### src/rtl/btb_branch_predictor.sv
// Direct-mapped BTB with 2-bit saturating direction counters for fetch-stage next-PC prediction.
// Optional BTB_STATS_EN adds saturating lookup/hit/mispredict statistics outputs.

module btb_entry #(
   parameter int          TAG_W    = 26,
   parameter int          TGT_W    = 30,
   parameter logic [1:0]  CTR_INIT = 2'b01
) (
   input  logic             CLK,
   input  logic             nRST,
   input  logic             flush,
   input  logic             sel,
   input  logic             hit,
   input  logic             taken,
   input  logic [TAG_W-1:0] tag_in,
   input  logic [TGT_W-1:0] tgt_in,
   output logic             valid,
   output logic [TAG_W-1:0] tag,
   output logic [TGT_W-1:0] tgt,
   output logic             dir
);
   logic [1:0] ctr;

   assign dir = ctr[1];

   // Flush clears only the valid bit; counters and targets survive it.
   always_ff @(posedge CLK or posedge nRST) begin
      if (nRST) begin
         valid <= 1'b0;
         tag   <= '0;
         tgt   <= '0;
         ctr   <= CTR_INIT;
      end else if (flush) begin
         valid <= 1'b0;
      end else if (sel) begin
         if (hit) begin
            if (taken) begin
               tgt <= tgt_in;
               if (ctr != 2'b11) ctr <= ctr + 2'b01;
            end else if (ctr != 2'b00) begin
               ctr <= ctr - 2'b01;
            end
         end else if (taken) begin
            valid <= 1'b1;
            tag   <= tag_in;
            tgt   <= tgt_in;
            ctr   <= 2'b10;
         end
      end
   end
endmodule

module btb_branch_predictor #(
   parameter int         ENTRIES  = 16,
   parameter int         ADDR_W   = 32,
   parameter logic [1:0] CTR_INIT = 2'b01
) (
   input  logic              CLK,
   input  logic              nRST,
   input  logic [ADDR_W-1:0] lookup_pc,
   output logic              predict_taken,
   output logic [ADDR_W-1:0] predict_target,
   input  logic              update_en,
   input  logic [ADDR_W-1:0] update_pc,
   input  logic              update_taken,
   input  logic [ADDR_W-1:0] update_target,
   input  logic              update_pred_taken,
   input  logic [ADDR_W-1:0] update_pred_target,
   input  logic              flush_all,
   output logic              mispredict,
   output logic [ADDR_W-1:0] redirect_pc
`ifdef BTB_STATS_EN
   ,
   output logic [31:0]       stat_lookups,
   output logic [31:0]       stat_hits,
   output logic [31:0]       stat_mispredicts
`endif
);
   localparam int IDX_W = $clog2(ENTRIES);
   localparam int TAG_W = ADDR_W - IDX_W - 2;
   localparam int TGT_W = ADDR_W - 2;

   logic [ENTRIES-1:0]            e_valid;
   logic [ENTRIES-1:0]            e_dir;
   logic [ENTRIES-1:0][TAG_W-1:0] e_tag;
   logic [ENTRIES-1:0][TGT_W-1:0] e_tgt;

   logic [IDX_W-1:0] lidx, uidx;
   logic [TAG_W-1:0] ltag, utag;
   logic             l_hit, u_hit;

   assign lidx  = lookup_pc[IDX_W+1:2];
   assign ltag  = lookup_pc[ADDR_W-1:IDX_W+2];
   assign uidx  = update_pc[IDX_W+1:2];
   assign utag  = update_pc[ADDR_W-1:IDX_W+2];
   assign l_hit = e_valid[lidx] && (e_tag[lidx] == ltag);
   assign u_hit = e_valid[uidx] && (e_tag[uidx] == utag);

   genvar i;
   generate
      for (i = 0; i < ENTRIES; i++) begin : g_ent
         btb_entry #(.TAG_W(TAG_W), .TGT_W(TGT_W), .CTR_INIT(CTR_INIT)) u_ent (
            .CLK    (CLK),
            .nRST   (nRST),
            .flush  (flush_all),
            .sel    (update_en && (uidx == IDX_W'(i))),
            .hit    (u_hit),
            .taken  (update_taken),
            .tag_in (utag),
            .tgt_in (update_target[ADDR_W-1:2]),
            .valid  (e_valid[i]),
            .tag    (e_tag[i]),
            .tgt    (e_tgt[i]),
            .dir    (e_dir[i])
         );
      end
   endgenerate

   // Lookup sees pre-edge table contents; no bypass from a concurrent update.
   assign predict_taken  = l_hit && e_dir[lidx];
   assign predict_target = predict_taken ? {e_tgt[lidx], 2'b00} : lookup_pc + ADDR_W'(4);

   assign mispredict  = update_en && ((update_taken != update_pred_taken) ||
                        (update_taken && update_pred_taken && (update_target != update_pred_target)));
   assign redirect_pc = !update_en   ? '0 :
                        update_taken ? update_target : update_pc + ADDR_W'(4);

`ifdef BTB_STATS_EN
   always_ff @(posedge CLK or posedge nRST) begin
      if (nRST) begin
         stat_lookups     <= '0;
         stat_hits        <= '0;
         stat_mispredicts <= '0;
      end else begin
         if (stat_lookups != 32'hFFFF_FFFF) stat_lookups <= stat_lookups + 32'd1;
         if (l_hit && stat_hits != 32'hFFFF_FFFF) stat_hits <= stat_hits + 32'd1;
         if (mispredict && stat_mispredicts != 32'hFFFF_FFFF)
            stat_mispredicts <= stat_mispredicts + 32'd1;
      end
   end
`endif
endmodule

### config.mk
export PLATFORM = sky130hd
export DESIGN_NAME = btb_branch_predictor
export DESIGN_NICKNAME = d
export VERILOG_FILES = /design/src/rtl/btb_branch_predictor.sv
export SDC_FILE = /design/constraint.sdc
export NUM_CORES = 2
export LEC_CHECK = 0
export CAP_MARGIN = 30
export CORE_MARGIN = 2
export CORE_UTILIZATION = 33
export DETAILED_ROUTE_END_ITERATION = 12
export GPL_TIMING_DRIVEN = 0
export HOLD_SLACK_MARGIN = 0.03
export PLACE_DENSITY = 0.51
export SLEW_MARGIN = 30
export SYNTH_ARGS = -nofsm -noshare
export SYNTH_HDL_FRONTEND = slang
export SYNTH_SLANG_ARGS = --single-unit
### constraint.sdc
create_clock -name CLK -period 104.8 [get_ports CLK]
set_input_delay 20.96 -clock CLK [delete_from_list [all_inputs] [get_ports CLK]]
set_output_delay 20.96 -clock CLK [all_outputs]
set_load 0.02 [all_outputs]
==> metrics.yaml <==
status:
  status: "finished clean"
cts:
  cts_sinks: 944
  insertion_delay_ns: 0.73
  htreeDepth: 3
  cts_buffer_depth: 3
  hold_buffers: 0
  cts_setup_buffers: 0
  cts_buffers: 100
  tritoncts: "yes"
  cts.root.buffer_cell: "clkbuf_16"
  clkTransAtPathRegs_ns: 0.06
  cts_resized: 0
routing:
  route.detailed.drc: 0
  drt_iter0_drc: 4310
  drt-wirelength-per-cell_um: 33.5
  firstDrtPassIters: 6
  totalWireLength_um: 209000
  vias_per_cell: 5.78
  vias: 36000
  ant_nets: 0
critical_path:
  crit_start: "lookup_pc[2]"
  critical_path.most_common_cell: "buf_2"
  cp_top_family: "buffers and inverters"
  path_depth: 13
  crit_end: "predict_target[26]"
  cpPeakStageDelay_ns: 0.81
  worst-path-buf-inv: 10
  crit_arrival_ns: 27.99
  timing.rr.start: "g_ent[9].u_ent.tag[20]$_DFFE_PP0P_"
  r2r_slack_ns: 99.89
  critPathLaunchType: "primary input"
  path_class: "in -> out"
  worst_ep_required_time_ns: 83.84
  rr_worst_depth: 11
  path_max_fanout: 10
  timing.rr.end: "g_ent[8].u_ent.tag[1]$_DFFE_PP0P_"
  critical_path.cell_chain: "clkdlybuf4s50_1, buf_2, buf_2, buf_2, buf_2, buf_2, buf_2, clkbuf_1, clkbuf_1, mux4_2, mux4_2, mux2_2, clkdlybuf4s50_1"
  slowest_stage: "clkbuf_1"
  cp-end-kind: "output port"
sta:
  max_slew.worst_pin.slew_ns: 1.16
  finClkSkew_ns: 0.0332
  hold-worst-slack_ns: 0.471
  rsz0062_at_grt: "no"
  setup_tns_ns: 0
  setup_violations: 0
  clock.fmax_mhz: 20.4
  layout_min_cycle_time_ns: 48.95
  hold_viol: 0
  period_share: 0.467
  relSlewSlack: 0.225
  drv_slew: 0
die:
  start_util: 0.332
  pin_count: 200
  die_h_um: 394
  core_mm2: 0.152
  die_area_mm2: 0.156
  die_x_um: 394
  rows: 143
synth:
  yosysTopAreaCell: "dfrtp_1"
  synthDominantCellAreaShare: 0.462
  synth_common_cells: "928 x dfrtp_1, 771 x mux2_2, 499 x nand2_1"
  synth-seq-area-share: 0.470
  ys_seq_elements: 944
  synth.net_count: 3977
  async_reset_ff_frac: 1.00
  syn-cell-area_mm2: 0.0503
  yosys_most_used_dff: "dfrtp_1"
  synth.most_common_cell: "dfrtp_1"
  synth_edf_count: 0
  synthDistinctLibCells: 76
  syn_inst: 3837
  ys.warnings.count: 0
  synth_area_per_cell_um2: 13.1
  synth_area_leaders: "dfrtp_1 46%, mux2_2 17%, mux4_2 14%"
cells_and_area:
  area_growth_pct: 16.1
  nets: 4258
  drive_gt1_frac: 0.362
global_route:
  grt_pass1_vias: 36000
  grt.overflow.total: 0
  grt_antenna_before_repair: 23
  grtUsageTotal: 0.265
  grt_start_max_net_pins: 88
  grt_pass1_wl_um: 290000
pwr:
  p_switching_uw: 285
  intPower_uw: 717
  powerDensity_mw_per_mm2: 17.1
  sw_frac_of_total: 0.285
  p_seq_frac: 0.442
  p_leak_uw: 0.0258
  p_clk_frac: 0.378
  ir_drop_uv: 14.8
  comb_power_share: 0.179
placement:
  port_buffers: 161
  hpwlAfterDp_um: 148000
  gp_congestion: 0.960
flow_run:
  maxCapViolCount: 0
worst_hold_path:
  hp-class: "reg -> reg"
==> power by group through the flow <==
| stage | combinational (µW) | clock, µW | sequential (µW) |
|---|---|---|---|
| finish | 180 | 379 | 443 |
| floorplan | 120 | 0 | 438 |
| CTS | 178 | 383 | 442 |
| global route | 189 | 397 | 448 |
| global placement | 172 | 0 | 449 |
| detailed placement | 177 | 0 | 448 |
==> state kept, by name, summed over array words and instances (netlist names) <==
name and count:
g_ent.u_ent.tgt 480, g_ent.u_ent.tag 416, g_ent.u_ent.ctr 32, g_ent.u_ent.valid 16
==> cell families (layout without fill, tap and decap cells) <==
kind of cell	Yosys count	after routing	share of synthesized area
other	0	2	0
adder cells (fa/ha/maj)	6	6	0.00149
multiplexers	1282	1282	0.358
flip-flops	944	944	0.470
buffers and inverters	391	753	0.0364
AO/OA/AOI/OAI	270	270	0.0386
XOR/XNOR	143	143	0.0249
AND/OR/NAND/NOR	801	801	0.0710
==> how the worst min path moves through the flow <==
stage	from	cells past startpoint	to
after CTS	g_ent[3].u_ent.tgt[7]$_DFFE_PP0P_	2	g_ent[3].u_ent.tgt[7]$_DFFE_PP0P_
after floorplan	g_ent[2].u_ent.tgt[0]$_DFFE_PP0P_	2	g_ent[2].u_ent.tgt[0]$_DFFE_PP0P_
after global routing	g_ent[3].u_ent.tgt[20]$_DFFE_PP0P_	2	g_ent[3].u_ent.tgt[20]$_DFFE_PP0P_
after global placement	g_ent[3].u_ent.tgt[7]$_DFFE_PP0P_	2	g_ent[3].u_ent.tgt[7]$_DFFE_PP0P_
final	g_ent[0].u_ent.tgt[23]$_DFFE_PP0P_	2	g_ent[0].u_ent.tgt[23]$_DFFE_PP0P_
after detailed placement	g_ent[3].u_ent.tgt[7]$_DFFE_PP0P_	2	g_ent[3].u_ent.tgt[7]$_DFFE_PP0P_
==> per-layer routing <==
layer,part of all wire,track usage,vias up
li1,-,-,14600
met1,0.43,0.370,19400
met5,0.00080,0,-
met3,0.093,0.0730,359
met4,0.039,0.0985,26
met2,0.43,0.392,1658
==> through the flow <==
stage	power, µW	util	cell area, µm²	setup slack (ns)	std cells
6_report	1000	0.385	58400	55.85	6231
5_1_grt	1030	0.385	58400	55.78	6229
4_1_cts	1000	0.385	58400	55.85	6229
3_5_place_dp	625	0.362	55000	55.88	6046
3_3_place_gp	621	0.359	54500	44.05	6028
2_1_floorplan	558	-	50300	57.32	3837
==> worst min-delay path, delay by kind of cell (launching register included) <==
kind	cells	cell delay (ns)
simple gates	2	0.10
flops	1	0.34
==> cells in the final DEF (no fill, tap or decap), drive strengths merged, types with 19 or more instances in the layout <==
cell type	n
xnor2	108
inv	37
dfrtp	928
nand2	509
mux4	320
and2	44
mux2	810
nor2	80
a31oi	23
nor2b	37
buf	158
xor2	35
o21ai	59
and3	19
clkbuf	370
clkdlybuf4s50	161
nor3	28
mux2i	152
a22oi	53
nand4	21
nand3	32
a21oi	25
==> cell type report <==
| class | instances | area [µm²] |
|---|---|---|
| multi-input combinational | 2502 | 24900 |
| fill | 14800 | 93300 |
| clock buffer | 152 | 3010 |
| tap | 2030 | 2540 |
| sequential | 944 | 23600 |
| inverter | 33 | 131 |
| antenna | 2 | 5.00 |
| buffer | 358 | 1770 |
| timing repair buffer | 179 | 2030 |
| clock inverter | 31 | 414 |
Power figures use the tool's default switching activity.
==> RTL change (same settings) <==
Register the output `predict_target`, without a reset; this adds one clock of latency there. The other outputs are not delayed to match.
--- a/src/rtl/btb_branch_predictor.sv
+++ b/src/rtl/btb_branch_predictor.sv
@@ -120,3 +120,5 @@
    assign predict_taken  = l_hit && e_dir[lidx];
-   assign predict_target = predict_taken ? {e_tgt[lidx], 2'b00} : lookup_pc + ADDR_W'(4);
+   always_ff @(posedge CLK) begin
+       predict_target <= predict_taken ? {e_tgt[lidx], 2'b00} : lookup_pc + ADDR_W'(4);
+   end
 
Function: not settled (the Yosys comparison gave no result); the edit may change what the design does.
==> RTL change against the unedited design <==
Sequential share of layout area grew 0.25 points; area after synthesis rose by 1.5%; clock power up 6.1%; count of clock-buffer cells in the layout increased by 1; worst setup slack improved by 260 ps; highest routed layer unchanged; power up 3.8%; sequential cell count up 32; largest cell class unchanged; final area up 2.1%; wire length shrank 3.3%; worst hold slack better by 28 ps; synthesized cell count is 9.3% lower; critical path depth up 1; first-iteration DRC count fell by 20%.
==> RTL change: results (changes against the unedited design) <==
status finished clean; # fillers 14.6k (-1.4%); drt total wl 202000 um (-3.3%); Hold Path Depth 1 (-1); HPWL after DPL 143000 um (-3.6%); met2 Use GR 39.1% (-0.11 points); maximum vdd drop 0.0130 mV (-12%); reg2reg end g_ent[9].u_ent.tag[2]; share of synthesized registers carrying an async set or reset 96.7% (-3.3 points); grt met3 use 6.02% (-1.3 points); mapped cell area 0.0511 mm2 (+1.5%); Max-slew headroom 29.1% (+6.6 points); biggest regs g_ent.u_ent.tgt x480, g_ent.u_ent.tag x416; Worst Hold Path EP g_ent[2].u_ent.tgt[1]; Clk Latency, worst-skew pair 770 ps (+40 ps); Total GRT Usage 25.4% (-1.1 points); GP Congestion 0.971 (+1.2%); FF-to-FF Start g_ent[8].u_ent.tag[17]; post-synthesis sequential area ratio 47.5% (+0.54 points); top area cells in the synthesized netlist dfrtp_1, mux2_2, mux4_2; hold_sp g_ent[2].u_ent.tgt[1]; # port buffers 156 (-3.1%); Crit-path slowest cell clkdlybuf4s50_1; met1 global-route usage 34.4% (-2.6 points); layout cells sized above 1 43.1% (+6.9 points); first-pass GRT wire length 281000 um (-3.3%); Initial DRC Count 3432 (-20%); worst endpoint data arrival time 27730 ps (-260 ps)
RTL change: cells by family (layout without fill, tap and decap cells):
family / after synthesis / after routing / synth area share [%]
mux: 1374 / 1374 / 39.4
flops: 976 / 976 / 47.5
buf+inv: 373 / 755 / 3.43
simple gates: 361 / 361 / 3.71
compound gates: 256 / 256 / 3.48
xor+xnor: 136 / 136 / 2.33
fa+ha+maj: 6 / 6 / 0.147
other cells: 0 / 3 / 0
RTL change: layout make-up:
| class | count | area share [%] |
|---|---|---|
| multi-input combinational | 2133 | 42.1 |
| tap | 2044 | 4.29 |
| clock buffer | 153 | 5.17 |
| inverter | 33 | 0.220 |
| clock inverter | 49 | 1.02 |
| sequential | 976 | 40.7 |
| buffer | 340 | 2.84 |
| timing repair buffer | 180 | 3.63 |
| antenna | 3 | 0.0126 |
RTL change: per-layer routing:
metal / up-vias / routed length [um] / share of wire, %
li1: 13700 / - / -
met1: 18500 / 85600 / 42
met2: 1499 / 91700 / 45
met3: 346 / 16200 / 8.0
met4: 4 / 8490 / 4.2
met5: - / 29 / 0.014
RTL change: report_power, final:
part	total (uW)	switching [uW]	leakage (uW)	internal (uW)
clock network	402	170	0.00182	232
registers	455	31.0	0.0128	424
logic	183	87.0	0.0116	95.9
RTL change: metrics by stage:
step	area [um2]	power (uW)	hold WS [ps]	worst slack [ps]	instances
after CTS	59600	1040	501	56270	5906
after detailed placement	55900	642	487	56300	5704
after global placement	55200	638	482	44000	5682
after global routing	59600	1080	511	56180	5908
after floorplan	51100	575	458	57320	3482
final	59600	1040	499	56110	5911
RTL change: worst max-delay path: cells and delay by family:
kind | cells | cell delay [ps]
XOR/XNOR | 1 | 500
multiplexers | 1 | 420
buffers and inverters | 8 | 4400
AO/OA/AOI/OAI | 1 | 720
AND/OR/NAND/NOR | 3 | 690
RTL change: worst max path at each step:
stage / start / end / slack, ps
2_1_floorplan: nRST / g_ent[0].u_ent.ctr[1] / 57320
3_3_place_gp: nRST / g_ent[0].u_ent.tgt[14] / 44000
3_5_place_dp: lookup_pc[3] / predict_taken / 56300
4_1_cts: lookup_pc[3] / predict_taken / 56270
5_1_grt: lookup_pc[3] / predict_taken / 56180
6_report: lookup_pc[3] / predict_taken / 56110
